--- config.mk ---
export PLATFORM = sky130hd
export DESIGN_NAME = minterm_scanner
export DESIGN_NICKNAME = d
export VERILOG_FILES = /design/src/rtl/minterm_scanner.sv
export SDC_FILE = /design/constraint.sdc
export NUM_CORES = 1
export LEC_CHECK = 0
export BUFFER_PORTS_ARGS = -buffer_cell sky130_fd_sc_hd__buf_4
export CORE_MARGIN = 2
export CORE_UTILIZATION = 40
export DETAILED_ROUTE_END_ITERATION = 16
export RECOVER_POWER = 50
export SYNTH_ARGS = -nofsm -noshare
export SYNTH_HDL_FRONTEND = slang
export SYNTH_SLANG_ARGS = --single-unit
--- constraint.sdc ---
create_clock -name clk -period 2.7 [get_ports clk]
set_clock_uncertainty 0.2 [all_clocks]
set_input_delay 0.405 -clock clk [delete_from_list [all_inputs] [get_ports clk]]
set_output_delay 0.405 -clock clk [all_outputs]
set_load 0.05 [all_outputs]
--- src/rtl/minterm_scanner.sv ---
// Drives x,y,z,w through all 16 minterms of an external 4-input function and captures s into a mask plus ones count.
// Optional compare-against-expected logic is enabled by defining MINTERM_SCANNER_CHECK_EN.
module minterm_scanner #(
    parameter int unsigned SETTLE = 1
) (
    input  logic        clk,
    input  logic        rst_n,
    input  logic        start,
    input  logic        abort,
    input  logic        s,
`ifdef MINTERM_SCANNER_CHECK_EN
    input  logic [15:0] expected,
    output logic        mismatch,
    output logic [3:0]  first_bad,
`endif
    output logic        x,
    output logic        y,
    output logic        z,
    output logic        w,
    output logic        busy,
    output logic        done,
    output logic [15:0] mask,
    output logic        mask_valid,
    output logic [4:0]  ones_count
);

    localparam logic [3:0] RELOAD = 4'(SETTLE - 1);

    typedef enum logic [1:0] {
        S_IDLE,
        S_DRIVE,
        S_DONE
    } state_t;

    state_t      state_q, state_d;
    logic [3:0]  idx_q, idx_d;
    logic [3:0]  cnt_q, cnt_d;
    logic [15:0] mask_q, mask_d;
    logic [4:0]  ones_q, ones_d;
    logic        valid_q, valid_d;
    logic        s_one;
    logic        go_scan;
    logic        enter_done;

    always_comb begin
        state_d    = state_q;
        idx_d      = idx_q;
        cnt_d      = cnt_q;
        mask_d     = mask_q;
        ones_d     = ones_q;
        valid_d    = valid_q;
        go_scan    = 1'b0;
        enter_done = 1'b0;
        // Anything other than a clean 1 (including X/Z) counts as 0.
        s_one = 1'b0;
        if (s == 1'b1) begin
            s_one = 1'b1;
        end

        case (state_q)
            S_IDLE: begin
                if (start && !abort) begin
                    go_scan = 1'b1;
                    state_d = S_DRIVE;
                    idx_d   = '0;
                    cnt_d   = RELOAD;
                    mask_d  = '0;
                    ones_d  = '0;
                    valid_d = 1'b0;
                end
            end
            S_DRIVE: begin
                if (abort) begin
                    state_d = S_IDLE;
                    idx_d   = '0;
                    cnt_d   = '0;
                end else if (cnt_q != '0) begin
                    cnt_d = cnt_q - 4'd1;
                end else begin
                    mask_d[idx_q] = s_one;
                    ones_d        = ones_q + {4'b0000, s_one};
                    if (idx_q == 4'hF) begin
                        state_d    = S_DONE;
                        valid_d    = 1'b1;
                        enter_done = 1'b1;
                    end else begin
                        idx_d = idx_q + 4'd1;
                        cnt_d = RELOAD;
                    end
                end
            end
            S_DONE: begin
                state_d = S_IDLE;
            end
            default: begin
                state_d = S_IDLE;
            end
        endcase
    end

    always_ff @(posedge clk or negedge rst_n) begin
        if (!rst_n) begin
            state_q <= S_IDLE;
            idx_q   <= '0;
            cnt_q   <= '0;
            mask_q  <= '0;
            ones_q  <= '0;
            valid_q <= 1'b0;
        end else begin
            state_q <= state_d;
            idx_q   <= idx_d;
            cnt_q   <= cnt_d;
            mask_q  <= mask_d;
            ones_q  <= ones_d;
            valid_q <= valid_d;
        end
    end

`ifdef MINTERM_SCANNER_CHECK_EN
    logic mismatch_q, mismatch_d;

    always_comb begin
        mismatch_d = mismatch_q;
        if (go_scan) begin
            mismatch_d = 1'b0;
        end
        if (enter_done) begin
            mismatch_d = (mask_d != expected);
        end
    end

    always_ff @(posedge clk or negedge rst_n) begin
        if (!rst_n) begin
            mismatch_q <= 1'b0;
        end else begin
            mismatch_q <= mismatch_d;
        end
    end

    // Scan downward so the lowest differing index is the one left standing.
    always_comb begin
        first_bad = '0;
        for (int unsigned i = 16; i > 0; i--) begin
            if (mask_q[i-1] != expected[i-1]) begin
                first_bad = 4'(i - 1);
            end
        end
    end

    assign mismatch = mismatch_q;
`else
    logic unused_flags;
    assign unused_flags = go_scan ^ enter_done;
`endif

    assign {x, y, z, w} = idx_q;
    assign busy         = (state_q != S_IDLE);
    assign done         = (state_q == S_DONE);
    assign mask         = mask_q;
    assign mask_valid   = valid_q;
    assign ones_count   = ones_q;

endmodule
# --- Yosys cells after proc, flatten, opt, wreduce, memory -nomap -nowiden ---
# Index checks and enable logic that the tools add are counted.
word_totals:
  reg_bits: 32
  input_bits: 5
  out_inout_bits: 28
  word_cells: 65
op_classes:
  add_sub_neg: 3
  magnitude_cmp: 2
  eq_ne: 11
  muxes: 31
  reduce_logical: 12
ops:
  columns: ["op", "count"]
  rows:
  - ["$mux 16", 3]
  - ["$pmux 16 s2", 1]
  - ["$mux 4", 7]
  - ["$bwmux 16", 1]
  - ["$pmux 4 s2", 2]
  - ["$mux 5", 3]
  - ["$pmux 5 s2", 1]
  - ["$ne 3x3->1 const B", 3]
  - ["$mux 2", 4]
  - ["$ne 2x2->1 const B", 4]
  - ["$reduce_and 4->1", 2]
  - ["$mux 1", 6]
  - ["$reduce_and 3->1", 2]
  - ["$add 5x1->5", 1]
  - ["$lt 4x5->1 const B", 1]
  - ["$reduce_and 5->1", 1]
  - ["$add 4x1->4 const B", 1]
  - ["$demux 1 s4", 1]
  - ["$eq 4x4->1 const B", 1]
  - ["$ge 4x1->1 const B", 1]
  - ["$ne 4x4->1 const B", 1]
  - ["$pmux 2 s2", 1]
  - ["$reduce_bool 2->1", 2]
  - ["$reduce_bool 4->1", 1]
  - ["other kinds (7)", 8]

# --- Longest topological paths before layout ---
# Gate-level depths: netlist of the first run.
logic_depth:
  depth_word: 8
  mapped_depth: 7
  mapped_depth_nobuf: 6

# --- Worst setup path before layout of the first run ---
# No wires, ideal clock.
synth_path:
  path_type: "reg2reg"
  startpoint: "register idx_q[1]"
  endpoint: "register cnt_q[3]"
  setup_time_ps: 78
  arrival_ps: 1853
  required_time_ps: 2422
  path_slack_ps: 569
  path_stages_with_launch: 6
  n_path_buf: 0
  period_less_slack_ps: 2131
  cell_sequence: "dfrtp_1 > ha_1 > nand3_1 > nor3_2 > or4_1 > a21oi_1"
synth_via:
  elab_chain_cells: 3
synth_lines:
  columns: ["element", "line_no", "text"]
  rows:
  - ["start: declaration", "36", "logic [3:0] idx_q, idx_d;"]
  - ["start signal: assignment", "111", "idx_q <= idx_d;"]
  - ["$eq 4x4->1", "82", "if (idx_q == 4'hF) begin"]
  - ["$ne 4x4->1 (no source line)", null, null]
  - ["$reduce_and 3->1 (no source line)", null, null]
  - ["end signal: assignment", "112", "cnt_q <= cnt_d;"]
  - ["end: declaration", "37", "logic [3:0] cnt_q, cnt_d;"]
# No other way between the ends.
# A chain may end at the register's enable or synchronous reset.

# --- Final worst setup path of the first run ---
layout_path:
  startpoint: "register cnt_q[0]"
  endpoint: "register mask_q[0] (netlist: mask[0])"
layout_via:
  elab_chain_cells: 3
layout_lines:
  columns: ["element", "line_no", "text"]
  rows:
  - ["$reduce_bool 4->1", "77", "end else if (cnt_q != '0) begin"]
  - ["$ne 2x2->1 (no source line)", null, null]
  - ["$reduce_and 4->1 (no source line)", null, null]
  - ["end signal: assignment", "113", "mask_q <= mask_d;"]
  - ["end: declaration", "38", "logic [15:0] mask_q, mask_d;"]
# No other way between the ends.

==> qor.yml, run 1 <==
run:
  cap_viol_max_count: 0
die:
  fp.dieH_um: 70.4
  start_util_pct: 41.1
  fp.dieArea_mm2: 0.00496
  chipWidth_um: 70.4
  ios: 33
  num_rows: 24
  coreArea_mm2: 0.00429
placement:
  placedInstanceArea_mm2: 0.00205
  gp_congestion: 0.760
  io_buffers: 32
  dp_hpwl_um: 2930
finish:
  design_area_mm2: 0.00210
  drive_gt1_share_pct: 18.8
  insertedDiodeCount: 0
  post-route-util_pct: 48.8
  layout.nets: 235
  synthToLayoutAreaGrowth_pct: 18.8
sta:
  slew_headroom_pct: 46.6
  min_period_ps: 2080
  slew_violations: 0
  max_freq_ghz: 0.480
  timing_hold_violations_final: 0
  tns_ps: 0
  fin_crit_sh_pct: 77.1
  rsz0062_at_grt: "no"
  tightest_slew_ps: 801
  setup_viol: 0
power:
  vdd_ir_drop_max_mv: 0.380
  pwr_density_cell_mw_per_mm2: 784
  total_power_mw: 1.64
  p_leak_nw: 1.10
synth:
  yosys.cell_types.count: 35
  synth_edf_count: 0
  netlist_area_mm2: 0.00177
  synthFlopType: "dfrtp_1"
  synth_nets: 198
  synthArstFlopShare_pct: 100
  avgSynthCellArea_um2: 9.54
  synthCells: 185
  seq_area_frac_synth_pct: 45.4
  synth_seq_cells: 32
  yosys_warnings: 0
setup_path:
  reg2reg_setup_slack_ps: 620
  regToRegStartpoint: "cnt_q[0]"
  worst-path-max-fanout: 17
  crit_path_start_kind: "register"
  worstSetupEndpoint: "mask[0]"
  critical_path_class: "register to register"
  cp_data_arrival_time_ps: 2050
  ff2ff_path_depth: 6
  cp-startpoint: "cnt_q[0]"
  end_kind: "register"
  cp_data_required_time_ps: 2670
  timing.rr.end: "mask[0]"
run_status:
  status: "completed"
grt:
  grt_pass1_vias: 1496
  grt_pass1_wl_um: 7010
  use_met2_pct: 31.6
  grt-busiest-layer: "met2"
  use_met1_pct: 21.1
  antenna_found_initial: 0
  use_met3_pct: 5.19
  grt_usage_pct: 18.2
  grt_max_degree: 33
  grt-ovfl-total: 0
routing:
  drt_iter0_markers: 83
  vias: 1494
  drt_wl_total_um: 4080
  first_pass_iters: 4
  drc_errors: 0
  vias_per_cell: 5.43
  wl_per_cell_um: 14.8
  drtAntennaViolNets: 0
clock_network:
  cts_buffers: 5
  clkTransAtPathRegs_ps: 60
  clk_latency_ps: 280
  cts_root_buffer: "clkbuf_8"
  cts_setup_buffers: 0
  clock-sinks: 32
  cts_tree: "yes"
  clockBufferDepth: 2
  htree_levels: 2
hold_path:
  hold_class: "input port to register"
cells in the final DEF, fill, tap and decap left out, drive strengths merged, types with 2 or more instances in the layout:
cell | synthesis | routed
and3 | 14 | 14
a21oi | 4 | 4
o21ai | 14 | 14
buf | 5 | 20
mux2i | 2 | 2
nand3 | 14 | 14
a31oi | 2 | 2
o31ai | 2 | 2
or4 | 2 | 2
nor3b | 2 | 2
a211o | 12 | 12
inv | 10 | 10
nor2 | 20 | 20
nor2b | 4 | 4
ha | 8 | 8
or3b | 2 | 2
xor2 | 4 | 4
clkbuf | 1 | 23
dfrtp | 32 | 32
a21o | 3 | 3
nand4 | 3 | 3
nand2 | 19 | 19
cells in the mapped netlist, drive strengths merged, types with 5 or more instances:
cell type  count  area share (%)
a211o         12             6.4
inv           10             2.1
nand3         14             4.3
buf            5             2.1
nor2          20             4.3
dfrtp         32              45
nand2         19             4.5
o21ai         14             4.6
ha             8             5.7
and3          14             5.0
routing by layer:
layer  up-vias  wire [um]
met3         8        169
li1        728          -
met1       724       1760
met5         -          0
met4         0         69
met2        34       2080
registers in the layout, indices dropped and copies added (netlist names):
signal      cells
mask           16
ones_count      5
cnt_q           4
idx_q           4
state_q         2
mask_valid      1
metrics by stage:
stage	hold WS [ps]	cells	setup slack (ps)
2_1_floorplan	-90.6	185	569
6_report	221	275	618
4_1_cts	214	275	602
3_3_place_gp	168	266	674
3_5_place_dp	175	266	611
5_1_grt	252	275	434
where the power goes:
| group | switching, mW | internal [mW] |
|---|---|---|
| clock network | 0.169 | 0.208 |
| registers | 0.0721 | 0.553 |
| logic | 0.433 | 0.209 |
kinds of logic after synthesis:
| group | count (synthesis) | share of synthesized area [%] |
|---|---|---|
| adder cells (fa/ha/maj) | 8 | 5.67 |
| buffers and inverters | 16 | 4.46 |
| AND/OR/NAND/NOR | 84 | 25.4 |
| flip-flops | 32 | 45.4 |
| multiplexers | 2 | 1.13 |
| AO/OA/AOI/OAI | 39 | 15.9 |
| XOR/XNOR | 4 | 1.98 |
worst min path at each step:
stage	startpoint	end	slack, ps	cells past startpoint
6_report	start	state_q[0]	220	3
5_1_grt	start	state_q[0]	250	3
4_1_cts	start	state_q[0]	210	3
3_5_place_dp	rst_n	mask[5]	170	1
3_3_place_gp	rst_n	mask[5]	170	1
2_1_floorplan	rst_n	cnt_q[0]	-90	0
final cells by class:
| cell class | instances | area [um^2] |
|---|---|---|
| repair buffers | 36 | 218 |
| fillers | 390 | 2200 |
| clock buffers | 8 | 90.1 |
| flip-flops and latches | 32 | 801 |
| multi-input cells | 137 | 886 |
| well taps | 52 | 65.1 |
| inverters | 10 | 37.5 |
worst max-delay path, cell delays in order (launching register included):
cell and delay (ps):
dfrtp_1 380, inv_1 110, ha_1 160, or3b_4 410, o21ai_4 170, nand2_4 160
a211o_2 370
what timing repair did:
action / 4_1_cts / 5_1_grt
gates resized for setup: 0 / 0
hold buffers: 1 / 0
endpoints found under the hold margin: 32 / 0
Power figures use the tool's default switching activity.
==> run 2, diff against run 1 <==
- clock period: 2.7 -> 1.65 ns (I/O delays scaled with it)
==> run 2 against run 1 <==
  * The flow now finishes with violations (negative setup slack)
  * Largest cell class unchanged
  * Die area unchanged
  * First-iteration DRC count is 37% lower
  * Clock power grew 69%
  * Critical path depth is 1 higher
  * Final cell count rose by 12%
  * Critical endpoint is now cnt_q[3]
==> qor.yml, run 2 (synthesis gave the netlist of run 1 again) <==
die:
  start_util_pct: 41.1
  num_rows: 24
  ios: 33
  fp.dieH_um: 70.4
  chipWidth_um: 70.4
  coreArea_mm2: 0.00429
  fp.dieArea_mm2: 0.00496
power:
  p_leak_nw: 1.35
  power.clock.fraction_pct: 19.0
  vdd_ir_drop_max_mv: 0.818
  pwr_density_cell_mw_per_mm2: 1320
  p_comb_share_pct: 51.0
  p_int_mw: 2.03
  seq_power_share_pct: 30.0
  sw_frac_of_total_pct: 39.5
  p_switching_mw: 1.33
setup_path:
  critical_path_class: "register to register"
  cp_data_required_time_ps: 1620
  crit_path_start_kind: "register"
  end_kind: "register"
  worst-path-max-fanout: 6
  cp_data_arrival_time_ps: 1980
routing:
  drtAntennaViolNets: 0
  dr_wl_met2_um: 2530
  vias: 1655
  first_pass_iters: 4
  vias_per_cell: 5.37
  wl_per_cell_um: 15.6
  drt_iter0_markers: 52
  dr_wl_met3_um: 202
  drt_wl_total_um: 4820
  wl_met1_um: 2020
  top_layer_used: "met4"
  drc_errors: 0
grt:
  grt-ovfl-total: 0
  grt_pass1_vias: 1743
  grt_max_degree: 33
  antenna_found_initial: 0
  grt_pass1_wl_um: 8020
  grt_usage_pct: 20.3
sta:
  slew_headroom_pct: 46.1
  tightest_slew_ps: 809
  min_period_ps: 2010
  fin_crit_sh_pct: 122
  rsz0062_at_grt: "yes"
  setup_slack_ps: -357
  slew_violations: 0
  max_freq_ghz: 0.498
  tns_ps: -8070
  setup_viol: 29
  timing_hold_violations_final: 0
placement:
  dp_slack_ps: -371
  gp_congestion: 0.819
  dp_hpwl_um: 3280
  placedInstanceArea_mm2: 0.00228
  io_buffers: 32
  dpl.cell_count: 291
finish:
  insertedDiodeCount: 0
  synthToLayoutAreaGrowth_pct: 43.9
  design_area_mm2: 0.00254
  final_cell_mix: "buf_4, dfrtp_1, nor2_1, nand2_1, and3_1"
  drive_gt1_share_pct: 42.2
  final_cells: 308
  layout.nets: 268
  final_common_cell: "buf_4"
  largest_reg_flops: 16
run_status:
  status: "finished with violations"
  violations: "negative setup slack"
clock_network:
  clockBufferDepth: 2
  clock-sinks: 32
  cts_tree: "yes"
  htree_levels: 2
  clk_latency_ps: 290
  clkTransAtPathRegs_ps: 60
  cts_root_buffer: "clkbuf_8"
  cts_buffers: 5
run:
  cap_viol_max_count: 0
hold_path:
  hold_class: "input port to register"
run 2: cell count changes in the layout (fill, tap and decap cells not counted), sizes merged:
cell and delta:
clkbuf -14, nand2 +1, buf +46
run 2: final cells by class:
type / count / area [um^2]
multi-input cells: 138 / 976
clock buffers: 8 / 90.1
flip-flops and latches: 32 / 807
fillers: 367 / 1750
inverters: 10 / 37.5
well taps: 52 / 65.1
repair buffers: 68 / 564
run 2: critical path: stages, from the launching register on:
cell,delay (ps)
dfrtp_1,400
inv_2,90
ha_4,120
or3b_4,400
buf_6,140
nor3_4,290
or4_4,200
a21oi_2,50
run 2: per-stage QoR:
step           hold slack (ps)  total power, mW  utilization (%)
2_1_floorplan             -248             1.82                -
3_3_place_gp              8.70             2.33             53.1
3_5_place_dp              14.2             2.38             53.1
4_1_cts                   71.3             3.14             57.4
5_1_grt                   92.7             3.54             59.1
6_report                  73.1             3.36             59.1
run 2: power groups by stage:
stage          registers [mW]  clock network, mW  logic [mW]
2_1_floorplan            1.28                  0       0.541
3_3_place_gp             1.01                  0        1.32
3_5_place_dp             1.02                  0        1.36
4_1_cts                  1.01              0.648        1.48
5_1_grt                  1.02              0.689        1.83
6_report                 1.01              0.637        1.71
run 2: final timing paths:
| path | startpoint | endpoint | slack, ps | depth (start not counted) |
|---|---|---|---|---|
| worst min register to register | mask[15] | mask[15] | 300 | 1 |
| worst max-delay path | cnt_q[1] | cnt_q[3] | -360 | 7 |
| min in group asynchronous | rst_n | mask[2] | 380 | 2 |
| max in group asynchronous | rst_n | ones_count[0] | 300 | 2 |
| worst min-delay path | start | state_q[0] | 70 | 3 |
| worst max register to register | cnt_q[1] | cnt_q[3] | -360 | 7 |
run 2: what timing repair did:
action / 4_1_cts / 5_1_grt
cloned: 1 / 0
gates resized for setup: 14 / 15
hold buffers: 1 / 0
hold endpoints to repair: 32 / 0
buffers inserted: 6 / 3
pin swaps: 16 / 5
endpoints found under the setup margin: 31 / 34
run 2: metal layers:
metal,global-route usage [%],vias up
li1,-,794
met1,23.1,821
met2,36.3,33
met3,5.92,7
met4,6.41,0
met5,0,-
